<file path="src/rtl/vga_pkg.sv">
// Shared VGA constants: 640x480@60 timing defaults, RRGGBB colour palette,
// and the blanking-signal bundle carried through the alignment pipeline.
package vga_pkg;

  localparam int CNT_W = 10;

  localparam int H_ACTIVE_DEF   = 640;
  localparam int H_FP_DEF       = 16;
  localparam int H_SYNC_DEF     = 96;
  localparam int H_BP_DEF       = 48;
  localparam int V_ACTIVE_DEF   = 480;
  localparam int V_FP_DEF       = 10;
  localparam int V_SYNC_DEF     = 2;
  localparam int V_BP_DEF       = 33;
  localparam int PIPE_DELAY_DEF = 1;

  typedef logic [5:0] color_t;

  localparam color_t COLOR_BLACK  = 6'b000000;
  localparam color_t COLOR_BLUE   = 6'b000011;
  localparam color_t COLOR_GREEN  = 6'b001100;
  localparam color_t COLOR_RED    = 6'b110000;
  localparam color_t COLOR_YELLOW = 6'b111100;
  localparam color_t COLOR_WHITE  = 6'b111111;

  // Sync pulses are active-low, so the idle (blanked) value has both syncs high.
  typedef struct packed {
    logic hsync;
    logic vsync;
    logic active;
  } blank_t;

  localparam blank_t BLANK_IDLE = '{hsync: 1'b1, vsync: 1'b1, active: 1'b0};

  function automatic logic in_range(input logic [CNT_W-1:0] v,
                                    input logic [CNT_W-1:0] lo,
                                    input logic [CNT_W-1:0] hi);
    return (v >= lo) && (v <= hi);
  endfunction

endpackage

</file>
<file path="src/rtl/vga_timing_if.sv">
// Bundle between the timing generator (master) and the pixel renderer /
// display side (slave).
interface vga_timing_if;
  import vga_pkg::*;

  logic [CNT_W-1:0] x_px;
  logic [CNT_W-1:0] y_px;
  color_t           color_in;
  color_t           rgb;
  logic             hsync;
  logic             vsync;
  logic             active;
  logic             frame_start;

  modport master (
    output x_px, y_px, rgb, hsync, vsync, active, frame_start,
    input  color_in
  );

  modport slave (
    input  x_px, y_px, rgb, hsync, vsync, active, frame_start,
    output color_in
  );

endinterface

</file>
<file path="src/rtl/sync_delay.sv">
// Fixed-depth shift register with synchronous clear to a per-bit value.
// DEPTH=0 degenerates to a wire.
module sync_delay #(
  parameter int               WIDTH   = 1,
  parameter int               DEPTH   = 1,
  parameter logic [WIDTH-1:0] CLR_VAL = '0
) (
  input  logic             clk,
  input  logic             clr,
  input  logic [WIDTH-1:0] din,
  output logic [WIDTH-1:0] dout
);

  generate
    if (DEPTH == 0) begin : g_bypass
      logic unused_clk_clr;
      assign unused_clk_clr = clk ^ clr;
      assign dout = din;
    end else begin : g_shift
      logic [WIDTH-1:0] stages [DEPTH];

      always_ff @(posedge clk) begin
        if (clr) begin
          for (int i = 0; i < DEPTH; i++) stages[i] <= CLR_VAL;
        end else begin
          stages[0] <= din;
          for (int i = 1; i < DEPTH; i++) stages[i] <= stages[i-1];
        end
      end

      assign dout = stages[DEPTH-1];
    end
  endgenerate

endmodule

</file>
<file path="src/rtl/vga_timing.sv">
// VGA timing generator: free-running pixel/line counters, sync and blanking
// delayed to line up with the renderer's colour, then one output register.
module vga_timing
  import vga_pkg::*;
#(
  parameter int H_ACTIVE   = H_ACTIVE_DEF,
  parameter int H_FP       = H_FP_DEF,
  parameter int H_SYNC     = H_SYNC_DEF,
  parameter int H_BP       = H_BP_DEF,
  parameter int V_ACTIVE   = V_ACTIVE_DEF,
  parameter int V_FP       = V_FP_DEF,
  parameter int V_SYNC     = V_SYNC_DEF,
  parameter int V_BP       = V_BP_DEF,
  parameter int PIPE_DELAY = PIPE_DELAY_DEF
) (
  input  logic         clk,
  input  logic         clr,
  vga_timing_if.master bus
);

  localparam logic [CNT_W-1:0] H_MAX    = CNT_W'(H_ACTIVE + H_FP + H_SYNC + H_BP - 1);
  localparam logic [CNT_W-1:0] V_MAX    = CNT_W'(V_ACTIVE + V_FP + V_SYNC + V_BP - 1);
  localparam logic [CNT_W-1:0] H_ACT    = CNT_W'(H_ACTIVE);
  localparam logic [CNT_W-1:0] V_ACT    = CNT_W'(V_ACTIVE);
  localparam logic [CNT_W-1:0] HS_START = CNT_W'(H_ACTIVE + H_FP);
  localparam logic [CNT_W-1:0] HS_END   = CNT_W'(H_ACTIVE + H_FP + H_SYNC - 1);
  localparam logic [CNT_W-1:0] VS_START = CNT_W'(V_ACTIVE + V_FP);
  localparam logic [CNT_W-1:0] VS_END   = CNT_W'(V_ACTIVE + V_FP + V_SYNC - 1);

  logic [CNT_W-1:0] hc;
  logic [CNT_W-1:0] vc;
  blank_t           raw;
  blank_t           dly;
  blank_t           out_q;
  color_t           rgb_q;

  always_ff @(posedge clk) begin
    if (clr) begin
      hc <= '0;
      vc <= '0;
    end else if (hc == H_MAX) begin
      hc <= '0;
      vc <= (vc == V_MAX) ? '0 : vc + CNT_W'(1);
    end else begin
      hc <= hc + CNT_W'(1);
    end
  end

  always_comb begin
    raw        = BLANK_IDLE;
    raw.hsync  = !in_range(hc, HS_START, HS_END);
    raw.vsync  = !in_range(vc, VS_START, VS_END);
    raw.active = (hc < H_ACT) && (vc < V_ACT);
  end

  // Match the renderer's latency so blanking and sync describe the same pixel
  // as the colour arriving on color_in.
  sync_delay #(
    .WIDTH   ($bits(blank_t)),
    .DEPTH   (PIPE_DELAY),
    .CLR_VAL (BLANK_IDLE)
  ) u_sync_delay (
    .clk  (clk),
    .clr  (clr),
    .din  (raw),
    .dout (dly)
  );

  always_ff @(posedge clk) begin
    if (clr) begin
      rgb_q <= COLOR_BLACK;
      out_q <= BLANK_IDLE;
    end else begin
      rgb_q <= dly.active ? bus.color_in : COLOR_BLACK;
      out_q <= dly;
    end
  end

  assign bus.x_px   = hc;
  assign bus.y_px   = vc;
  assign bus.rgb    = rgb_q;
  assign bus.hsync  = out_q.hsync;
  assign bus.vsync  = out_q.vsync;
  assign bus.active = out_q.active;
  // Counters sit at 0,0 throughout reset; gating with clr keeps the pulse
  // to the single cycle after release.
  assign bus.frame_start = (hc == '0) && (vc == '0) && !clr;

endmodule

</file>
<file path="src/flat_wrapper.sv">
// flat-port wrapper written by rule: the top's interface ports become plain ports
module vga_timing_flat import vga_pkg::*;
#(
  parameter int H_ACTIVE   = H_ACTIVE_DEF,
  parameter int H_FP       = H_FP_DEF,
  parameter int H_SYNC     = H_SYNC_DEF,
  parameter int H_BP       = H_BP_DEF,
  parameter int V_ACTIVE   = V_ACTIVE_DEF,
  parameter int V_FP       = V_FP_DEF,
  parameter int V_SYNC     = V_SYNC_DEF,
  parameter int V_BP       = V_BP_DEF,
  parameter int PIPE_DELAY = PIPE_DELAY_DEF
)
  (clk, clr, bus_x_px, bus_y_px, bus_rgb, bus_hsync, bus_vsync, bus_active, bus_frame_start, bus_color_in);
  vga_timing_if bus_i ();
  input  logic clk;
  input  logic clr;
  output wire logic [$bits(bus_i.x_px)-1:0] bus_x_px;
  output wire logic [$bits(bus_i.y_px)-1:0] bus_y_px;
  output wire logic [$bits(bus_i.rgb)-1:0] bus_rgb;
  output wire logic [$bits(bus_i.hsync)-1:0] bus_hsync;
  output wire logic [$bits(bus_i.vsync)-1:0] bus_vsync;
  output wire logic [$bits(bus_i.active)-1:0] bus_active;
  output wire logic [$bits(bus_i.frame_start)-1:0] bus_frame_start;
  input wire logic [$bits(bus_i.color_in)-1:0] bus_color_in;
  assign bus_x_px = bus_i.x_px;
  assign bus_y_px = bus_i.y_px;
  assign bus_rgb = bus_i.rgb;
  assign bus_hsync = bus_i.hsync;
  assign bus_vsync = bus_i.vsync;
  assign bus_active = bus_i.active;
  assign bus_frame_start = bus_i.frame_start;
  assign bus_i.color_in = bus_color_in;
  vga_timing #(.H_ACTIVE(H_ACTIVE), .H_FP(H_FP), .H_SYNC(H_SYNC), .H_BP(H_BP), .V_ACTIVE(V_ACTIVE), .V_FP(V_FP), .V_SYNC(V_SYNC), .V_BP(V_BP), .PIPE_DELAY(PIPE_DELAY)) u_core (.clk(clk), .clr(clr), .bus(bus_i));
endmodule
</file>
<file path="config.mk">
export PLATFORM = sky130hd
export DESIGN_NAME = vga_timing_flat
export DESIGN_NICKNAME = d
export VERILOG_FILES = /design/src/rtl/vga_pkg.sv /design/src/rtl/vga_timing_if.sv /design/src/rtl/sync_delay.sv /design/src/rtl/vga_timing.sv /design/src/flat_wrapper.sv
export SDC_FILE = /design/constraint.sdc
export NUM_CORES = 1
export LEC_CHECK = 0
export ABC_AREA = 1
export CAP_MARGIN = 20
export CORE_UTILIZATION = 49
export CTS_BUF_LIST = sky130_fd_sc_hd__clkbuf_8 sky130_fd_sc_hd__clkbuf_16
export CTS_CLUSTER_SIZE = 12
export DETAILED_ROUTE_END_ITERATION = 10
export PLACE_DENSITY = 0.86
export SYNTH_ARGS = -nofsm -noshare
export SYNTH_HDL_FRONTEND = slang
export SYNTH_HIERARCHICAL = 1
export SYNTH_SLANG_ARGS = --single-unit
</file>
<file path="constraint.sdc">
create_clock -name clk -period 1.51 [get_ports clk]
set_input_delay 0.302 -clock clk [delete_from_list [all_inputs] [get_ports clk]]
set_output_delay 0.302 -clock clk [all_outputs]
set_load 0.03 [all_outputs]
</file>
Yosys cells after proc, flatten, opt, wreduce, memory -nomap -nowiden
Memory sizes are Yosys's and may differ from the RTL's.
Cells that the tools add are included.
{"block": "word_totals", "register_bits": 29, "memories": 1, "ram_bits": 3}
{"memory": "u_core.u_sync_delay.g_shift.stages", "words": 1, "width": 3, "rd": 1, "rd_ports_with_merged_regs": 0, "write_ports": 1, "line_no": "sync_delay.sv:20", "rtl": "logic [WIDTH-1:0] stages [DEPTH];"}
{"block": "op_classes", "order_cmp": 6, "n_eq_ne": 2, "bitwise_logic": 1, "addsub": 2, "n_mux": 6, "reduce_logical": 13}
{"operator": "adder 10 x 1 -> 10 bit (second input constant)", "count": 2}
{"operator": "== test 10 bit (second input constant)", "count": 2}
{"operator": "logical NOT 10 bit", "count": 2}
{"operator": "greater-or-equal comparator 10 bit (second input constant)", "count": 1}
{"operator": "greater-or-equal comparator 10 x 9 -> 1 bit (second input constant)", "count": 1}
{"operator": "less-or-equal comparator 10 bit (second input constant)", "count": 1}
{"operator": "less-or-equal comparator 10 x 9 -> 1 bit (second input constant)", "count": 1}
{"operator": "less-than comparator 10 bit (second input constant)", "count": 1}
{"operator": "less-than comparator 10 x 9 -> 1 bit (second input constant)", "count": 1}
{"operator": "two-way mux 10 bit", "count": 1}
{"operator": "logical AND 1 bit", "count": 5}
{"operator": "two-way mux 1 bit", "count": 4}
{"operator": "OR reduction 2 bit", "count": 2}
{"operator": "logical NOT 1 bit", "count": 3}
{"operator": "two-way mux 3 bit", "count": 1}
{"operator": "OR reduction 3 bit", "count": 1}
{"operator": "inverter 1 bit", "count": 1}

Logic depth before layout (Yosys ltp)
Gate-level depths: netlist of run 1.
{"block": "depth", "ltp_word": 4, "ltp_mapped": 9}

Hierarchy
The synthesis of run 1 kept the hierarchy.
{"module": "vga_timing", "cells_each": 214, "n_inst": 1, "seq_area_each_um2": 580.6, "area_per_inst_um2": 1508.9}
{"module": "sync_delay", "cells_each": 10, "n_inst": 1, "seq_area_each_um2": 60.1, "area_per_inst_um2": 86.3}

Worst setup path after synthesis of run 1
No wires, ideal clock.
{"block": "synth_timing", "path_kind": "register to output", "start": "register u_core.vc[0] (netlist: u_core/bus.y_px[0])", "end": "output port bus_frame_start", "path_stages_with_launch": 7, "arrival_ps": 1609, "path_slack_ps": -401, "cell_sequence": "dfxtp_1 -> inv_1 -> ha_1 -> inv_1 -> nor2_1 -> nand3_1 -> nor3_1"}
{"block": "synth_via", "elab_chain_len": 3}
{"element": "start: declaration", "line_no": "vga_timing.sv:31", "rtl": "logic [CNT_W-1:0] vc;"}
{"element": "start signal: assignment", "line_no": "vga_timing.sv:43", "rtl": "vc <= (vc == V_MAX) ? '0 : vc + CNT_W'(1);"}
{"element": "logical NOT 10 bit", "line_no": "vga_timing.sv:87", "rtl": "assign bus.frame_start = (hc == '0) && (vc == '0) && !clr;"}
{"element": "logical AND 1 bit (2 in a row)", "line_no": "vga_timing.sv:87"}
{"element": "end: declaration", "line_no": "flat_wrapper.sv:24", "rtl": "output wire logic [$bits(bus_i.frame_start)-1:0] bus_frame_start;"}
No other way between the ends.

Worst setup path in the final report of run 1
{"block": "layout_timing", "start": "register u_core.hc[6] (netlist: u_core/bus.x_px[6])", "end": "output port bus_frame_start"}
{"block": "layout_via", "elab_chain_len": 3}
{"element": "start: declaration", "line_no": "vga_timing.sv:30", "rtl": "logic [CNT_W-1:0] hc;"}
{"element": "start signal: assignment", "line_no": "vga_timing.sv:45", "rtl": "hc <= hc + CNT_W'(1);"}
{"element": "logical NOT 10 bit", "line_no": "vga_timing.sv:87"}
{"element": "logical AND 1 bit (2 in a row)", "line_no": "vga_timing.sv:87"}
No other way between the ends.

==> metrics, run 1 <==
run status finished with violations; violated checks setup timing; leakage power 1.25 nW; yosys warns 6; number of pins with negative max-slew slack in the final report 0; number of buffers added on ports 37; post-route DRC violation count 0; H-Tree Depth 2; cell-by-cell listing of the critical path inv_2 > nand3_1 > nor2_1 > nand2_2 > nor3_4 > buf_6; fill cell count 223; remaining max-slew budget at the tightest pin 75.4%; distinct cell type count of the synthesized netlist 25; final number of setup-violating endpoints 1; number of hold violations in the final report 0; number of routed nets with antenna violations 0; Worst Hold Class input port to flip-flop; die span in x 59.1 um; Core Box Area 0.00308 mm2; number of antenna violations at the first check in global routing 0; pin count of the biggest net entering global routing 11; number of hold-repair buffers added at the cts stage 0; flip-flop cell with the highest count after synthesis dfxtp_1; Die Area 0.00349 mm2; library cell occupying the most area in the post-synthesis netlist dfxtp_1; Max Fclk 0.607 GHz; Critical Setup Path Class flip-flop to primary output; minimum period implied by the final worst setup slack 1.65 ns; worst path setup slack after routing -0.139 ns; final hold slack 0.362 ns; Total Nets Final 307; Hold Path Stages 3; top post-synthesis cells by count nand2_1 (45), inv_1 (36), nor2_1 (35); CTS clock-pin slew for the worst setup and hold paths 0.07 ns; TritonCTS clock tree yes; data arrival time at the worst-slack endpoint 1.35 ns; total grt overflow 0; Max Clock Skew 0.00442 ns; final wirelength 4.40 mm; sequential element share of the synthesized area 40.2%; most frequently used cell type in the post-synthesis netlist nand2_1; first-pass GRT wire length 6.35 mm; Worst IR Drop VDD 0.583 mV; number of synthesized flops with an enable pin 0; critical path data required time 1.21 ns; Util after Layout 77.3%; RSZ-0062 raised after global routing yes; worst-margin pin slew 0.367 ns; register bit total from synthesis 32; Starting Density 51.8%; gate count after technology mapping 224; Setup TNS -0.139 ns; clock tree root buffer cell clkbuf_8; Worst path slowest cell dfxtp_4; Via density 5.11; cell area after placement 0.00217 mm2; WL/cell 13.0 um; total inserted antenna cells 0; TritonCTS buffer count 5; number of buffer and inverter stages on the critical path 2; Worst Reg-to-Reg Cells 9; First-pass DRT Iterations 4; power per unit of standard cell area 762 mW/mm2; highest cell delay on the worst timing path 0.36 ns; Post-Place Worst Slack -0.232 ns; met2 wirelength from detailed routing 2.16 mm; cell family with most CP delay simple AND/OR/NAND/NOR gates; Synthesized Nets 237; Syn-to-layout area delta 49.2%; top-area cell type share of the netlist area 40.2%; Top-Level Pins 38; synthesized area divided by synthesized cell count 7.12 um2; post-detail-place hpwl 2.76 mm; buffer levels on the longest clock path 2; 1st-iter DRT viols 81; later-pin clock latency in the skew report 0.29 ns; vias in the first global route 1,504; Storage cell area 664 um2; Cell Rows 20; Multi-input gate area 847 um2; Worst path depth 6; wire length on met3 409 um; routability congestion estimate from global placement 0.888; highest metal layer with signal wires met4; kind of start point of the critical path flip-flop; async set-reset flop share out of synthesis 0%; fraction of final layout cells with drive strength greater than 1 30.2%; category of the worst setup path capture point primary output; # Max-Cap Violations 0; overall fraction of global-route tracks in use 24.7%; fraction of the cycle the final worst path needs 109%; synthesized area 0.00160 mm2; y dimension of the die 59.1 um; detailed-routing wirelength on met1 1.75 mm; summed area of non-filler cells in the final layout 0.00238 mm2; total number of vias 1,732; maximum net fanout on the critical path 4; largest cells by area after synthesis dfxtp_1 (40%), nand2_1 (11%), inv_1 (8.5%); number of sinks driven by the clock tree 32
worst paths after layout:
path | slack [ns] | startpoint | endpoint
worst max-delay path | -0.14 | u_core/bus.x_px[6]$_SDFF_PP0_ | bus_frame_start
worst min-delay path | 0.36 | clr | u_core/bus.y_px[6]$_SDFFE_PP0N_
worst max register to register | 0.03 | u_core/bus.y_px[1]$_SDFFE_PP0N_ | u_core/bus.y_px[6]$_SDFFE_PP0N_
worst min register to register | 0.41 | u_core/u_sync_delay/g_shift.stages[0][1]$_SDFF_PP1_ | u_core/bus.vsync$_SDFF_PP1_
cell type report:
class | instances | area share (%)
Multi-Input combinational cell | 149 | 35.6
Sequential cell | 32 | 27.9
Timing Repair Buffer | 63 | 22.9
Inverter | 43 | 6.78
Clock buffer | 5 | 2.89
Tap cell | 44 | 2.31
Clock inverter | 3 | 1.63
cells by family after synthesis:
group	share of synthesized area [%]
xor gates and xnor gates	1.65
adders and majority gates	3.92
buffers and inverters	10.1
and+or+nand+nor	40.5
DFF	40.2
AOI/OAI and AO/OA	3.61
worst register-to-register path, delay by kind of cell, from the launching register on:
kind | cells | cell delay (ns)
and+or+nand+nor | 6 | 0.64
buffers and inverters | 2 | 0.23
adders and majority gates | 1 | 0.21
DFF | 1 | 0.34
cells in the final DEF, fill, tap and decap left out, types with 7 or more instances in the layout:
master | synthesis | layout
buf_4 | 0 | 26
dfxtp_1 | 32 | 21
dfxtp_2 | 0 | 7
dlygate4sd2_1 | 0 | 28
inv_1 | 36 | 28
inv_2 | 6 | 15
nand2_1 | 45 | 44
nand3_1 | 16 | 15
nand4_1 | 9 | 9
nor2_1 | 35 | 32
what timing repair did:
action | CTS | global route
setup buffers | 3 | 6
pin swaps | 2 | 8
setup endpoints to repair | 29 | 12
resized for setup | 37 | 26
power breakdown:
part,switching [mW],internal [mW]
registers,0.00958,0.854
clock network,0.320,0.482
logic,0.0859,0.0630
total,0.415,1.40
layer usage:
layer | global-route usage, % | up-vias
met5 | 0 | -
met3 | 9.39 | 14
li1 | - | 835
met2 | 38.1 | 103
met1 | 30.0 | 780
met4 | 12.6 | 0
registers in the layout, indices dropped and copies added, names as in the netlist:
| register | cells |
|---|---|
| u_core/bus.x_px | 10 |
| u_core/bus.y_px | 10 |
| u_core/bus.rgb | 6 |
| u_core/u_sync_delay/g_shift.stages | 3 |
| u_core/bus.active | 1 |
| u_core/bus.hsync | 1 |
| u_core/bus.vsync | 1 |
stage by stage:
| step | std cells | total power [mW] |
|---|---|---|
| 3_3_place_gp | 322 | 1.04 |
| 2_1_floorplan | 224 | 0.971 |
| 3_5_place_dp | 322 | 1.05 |
| 4_1_cts | 333 | 1.82 |
| 5_1_grt | 339 | 1.88 |
| 6_report | 339 | 1.81 |
Power figures use the tool's default switching activity.
==> run 2: changes to the inputs <==
--- a/config.mk
+++ b/config.mk
@@ -12,6 +12,7 @@
 export CTS_CLUSTER_SIZE = 12
 export DETAILED_ROUTE_END_ITERATION = 10
 export PLACE_DENSITY = 0.86
+export SKIP_LAST_GASP = 1
 export SYNTH_ARGS = -nofsm -noshare
 export SYNTH_HDL_FRONTEND = slang
 export SYNTH_HIERARCHICAL = 1
==> metrics, run 2 (same netlist as run 1, synthesis figures left out) <==
run status finished with violations (unchanged); violated checks setup timing (unchanged); minimum setup slack among reg-to-reg paths -0.03 ns (was 0.03 ns); Worst path slowest cell dfxtp_2 (was dfxtp_4); Worst Hold Class input port to flip-flop (unchanged); Die Area 0.00349 mm2 (unchanged); TritonCTS clock tree yes (unchanged); Multi-input gate area 867 um2 (was 847 um2); leakage power 1.26 nW (was 1.25 nW); cell-by-cell listing of the critical path inv_2 > ha_4 > inv_2 > nor2_2 > nand3_2 > nor3_4 > buf_6 (was inv_2 > nand3_1 > nor2_1 > nand2_2 > nor3_4 > buf_6); first-pass GRT wire length 6.35 mm (unchanged); Critical Setup Path Class flip-flop to primary output (unchanged); Max Fclk 0.604 GHz (was 0.607 GHz); Storage cell area 664 um2 (unchanged); fraction of final layout cells with drive strength greater than 1 31.4% (was 30.2%); clock tree root buffer cell clkbuf_8 (unchanged); number of hold-repair buffers added at the cts stage 0 (unchanged); number of buffer and inverter stages on the critical path 3 (was 2); most frequent cell on the critical path inv_2; TritonCTS buffer count 5 (unchanged); 1st-iter DRT viols 103 (was 81); worst path setup slack after routing -0.145 ns (was -0.139 ns); number of pins with negative max-slew slack in the final report 0 (unchanged); First-pass DRT Iterations 5 (was 4); buffer levels on the longest clock path 2 (unchanged); number of routed nets with antenna violations 0 (unchanged); critical path data required time 1.21 ns (about the same); Worst Reg-to-Reg Cells 10 (was 9); start point of the worst min-delay path clr (unchanged); minimum period implied by the final worst setup slack 1.65 ns (about the same); Hold Path Stages 3 (unchanged); number of hold violations in the final report 0 (unchanged); Top-Level Pins 38 (unchanged); H-Tree Depth 2 (unchanged); remaining max-slew budget at the tightest pin 76.5% (was 75.4%); WL/cell 13.3 um (was 13.0 um); category of the worst setup path capture point primary output (unchanged); origin of the worst setup path u_core/bus.y_px[0]$_SDFFE_PP0N_ (was u_core/bus.x_px[6]$_SDFF_PP0_); post-detail-place hpwl 2.76 mm (unchanged); number of antenna violations at the first check in global routing 0 (unchanged); overall fraction of global-route tracks in use 24.7% (unchanged); commonest cells after routing, fill and taps aside nand2_1 (44), nor2_1 (30), inv_1 (28), dlygate4sd2_1 (28), buf_4 (27) (was nand2_1 (44), nor2_1 (32), inv_1 (28), dlygate4sd2_1 (28), buf_4 (26)); CTS clock-pin slew for the worst setup and hold paths 0.07 ns (about the same); maximum net fanout on the critical path 2 (was 4); cell family with most CP delay flip-flops (was simple AND/OR/NAND/NOR gates); Util after Layout 78.2% (was 77.3%); total grt overflow 0 (unchanged); Syn-to-layout area delta 50.9% (was 49.2%); Core Box Area 0.00308 mm2 (unchanged); final number of setup-violating endpoints 2 (was 1); y dimension of the die 59.1 um (unchanged); post-route DRC violation count 0 (unchanged); most common library cell in the layout ignoring fill and taps nand2_1 (unchanged); later-pin clock latency in the skew report 0.29 ns (about the same); RSZ-0062 raised after global routing yes (unchanged); fill cell count 218 (was 223); Worst Hold Endpoint u_core/bus.y_px[6]$_SDFFE_PP0N_ (unchanged); total inserted antenna cells 0 (unchanged); die span in x 59.1 um (unchanged); Via density 5.12 (was 5.11); # Max-Cap Violations 0 (unchanged); highest cell delay on the worst timing path 0.33 ns (was 0.36 ns); fraction of the cycle the final worst path needs 110% (was 109%); total power consumption of the routed design 1.82 mW (was 1.81 mW); Total Nets Final 308 (was 307); final wirelength 4.51 mm (was 4.40 mm); number of sinks driven by the clock tree 32 (unchanged); r2r endpoint u_core/bus.y_px[6]$_SDFFE_PP0N_ (unchanged); worst r2r src u_core/bus.y_px[1]$_SDFFE_PP0N_ (unchanged); worst-margin pin slew 0.349 ns (was 0.367 ns); Max Clock Skew 0.00451 ns (was 0.00442 ns); number of buffers added on ports 37 (unchanged); total number of vias 1,742 (was 1,732); data arrival time at the worst-slack endpoint 1.35 ns (about the same); pin count of the biggest net entering global routing 11 (unchanged); vias in the first global route 1,504 (unchanged); Cell Rows 20 (unchanged); routability congestion estimate from global placement 0.888 (unchanged); power per unit of standard cell area 757 mW/mm2 (was 762 mW/mm2); Worst IR Drop VDD 0.581 mV (was 0.583 mV); kind of start point of the critical path flip-flop (unchanged); Starting Density 51.8% (unchanged)
run 2: area by class of cell:
cell class              count  area share (%)
repair buffers             64            22.9
well taps                  44            2.29
clock buffers               5            2.86
clock inverters             3            1.61
inverters                  43            6.70
multi-input cells         149            36.0
flip-flops and latches     32            27.6
run 2: metal layers:
| metal | routed length [um] | GRT usage (%) | vias up |
|---|---|---|---|
| met5 | 0 | 0 | - |
| met3 | 406 | 9.39 | 14 |
| met4 | 91 | 12.6 | 0 |
| met1 | 1790 | 30.0 | 791 |
| met2 | 2210 | 38.1 | 98 |
| li1 | - | - | 839 |
run 2: where the power goes:
part           total, mW  internal [mW]  switching, mW
clock network      0.809          0.482          0.326
registers          0.863          0.854        0.00969
logic              0.151         0.0641         0.0868
run 2: stage by stage:
step	setup TNS (ns)	instance area (um2)	std cells	hold slack [ns]	worst slack (ns)
4_1_cts	-0.210	2280	333	0.410	-0.210
6_report	-0.177	2410	340	0.357	-0.145
5_1_grt	-0.318	2410	340	0.372	-0.217
3_5_place_dp	-0.232	2170	322	0.394	-0.232
3_3_place_gp	-0.199	2170	322	0.393	-0.199
2_1_floorplan	-0.0197	1610	224	0.373	-0.0197
run 2: worst max path at each step:
stage                           end  slack [ns]  depth (start not counted)
CTS                 bus_frame_start       -0.21                          7
finish              bus_frame_start       -0.14                          7
floorplan           bus_frame_start       -0.02                          6
global placement    bus_frame_start       -0.20                          7
detailed placement  bus_frame_start       -0.23                          7
global route        bus_frame_start       -0.22                          6
run 2: worst min-delay path: stages:
cell and delay, ns:
dlymetal6s2s_1 0.12, buf_4 0.15, nor2_1 0.04
run 2: repair_timing:
action                     CTS  global route
buffers inserted             3             7
pin swaps                    2             9
setup endpoints to repair   29            12
resized for setup           36            31
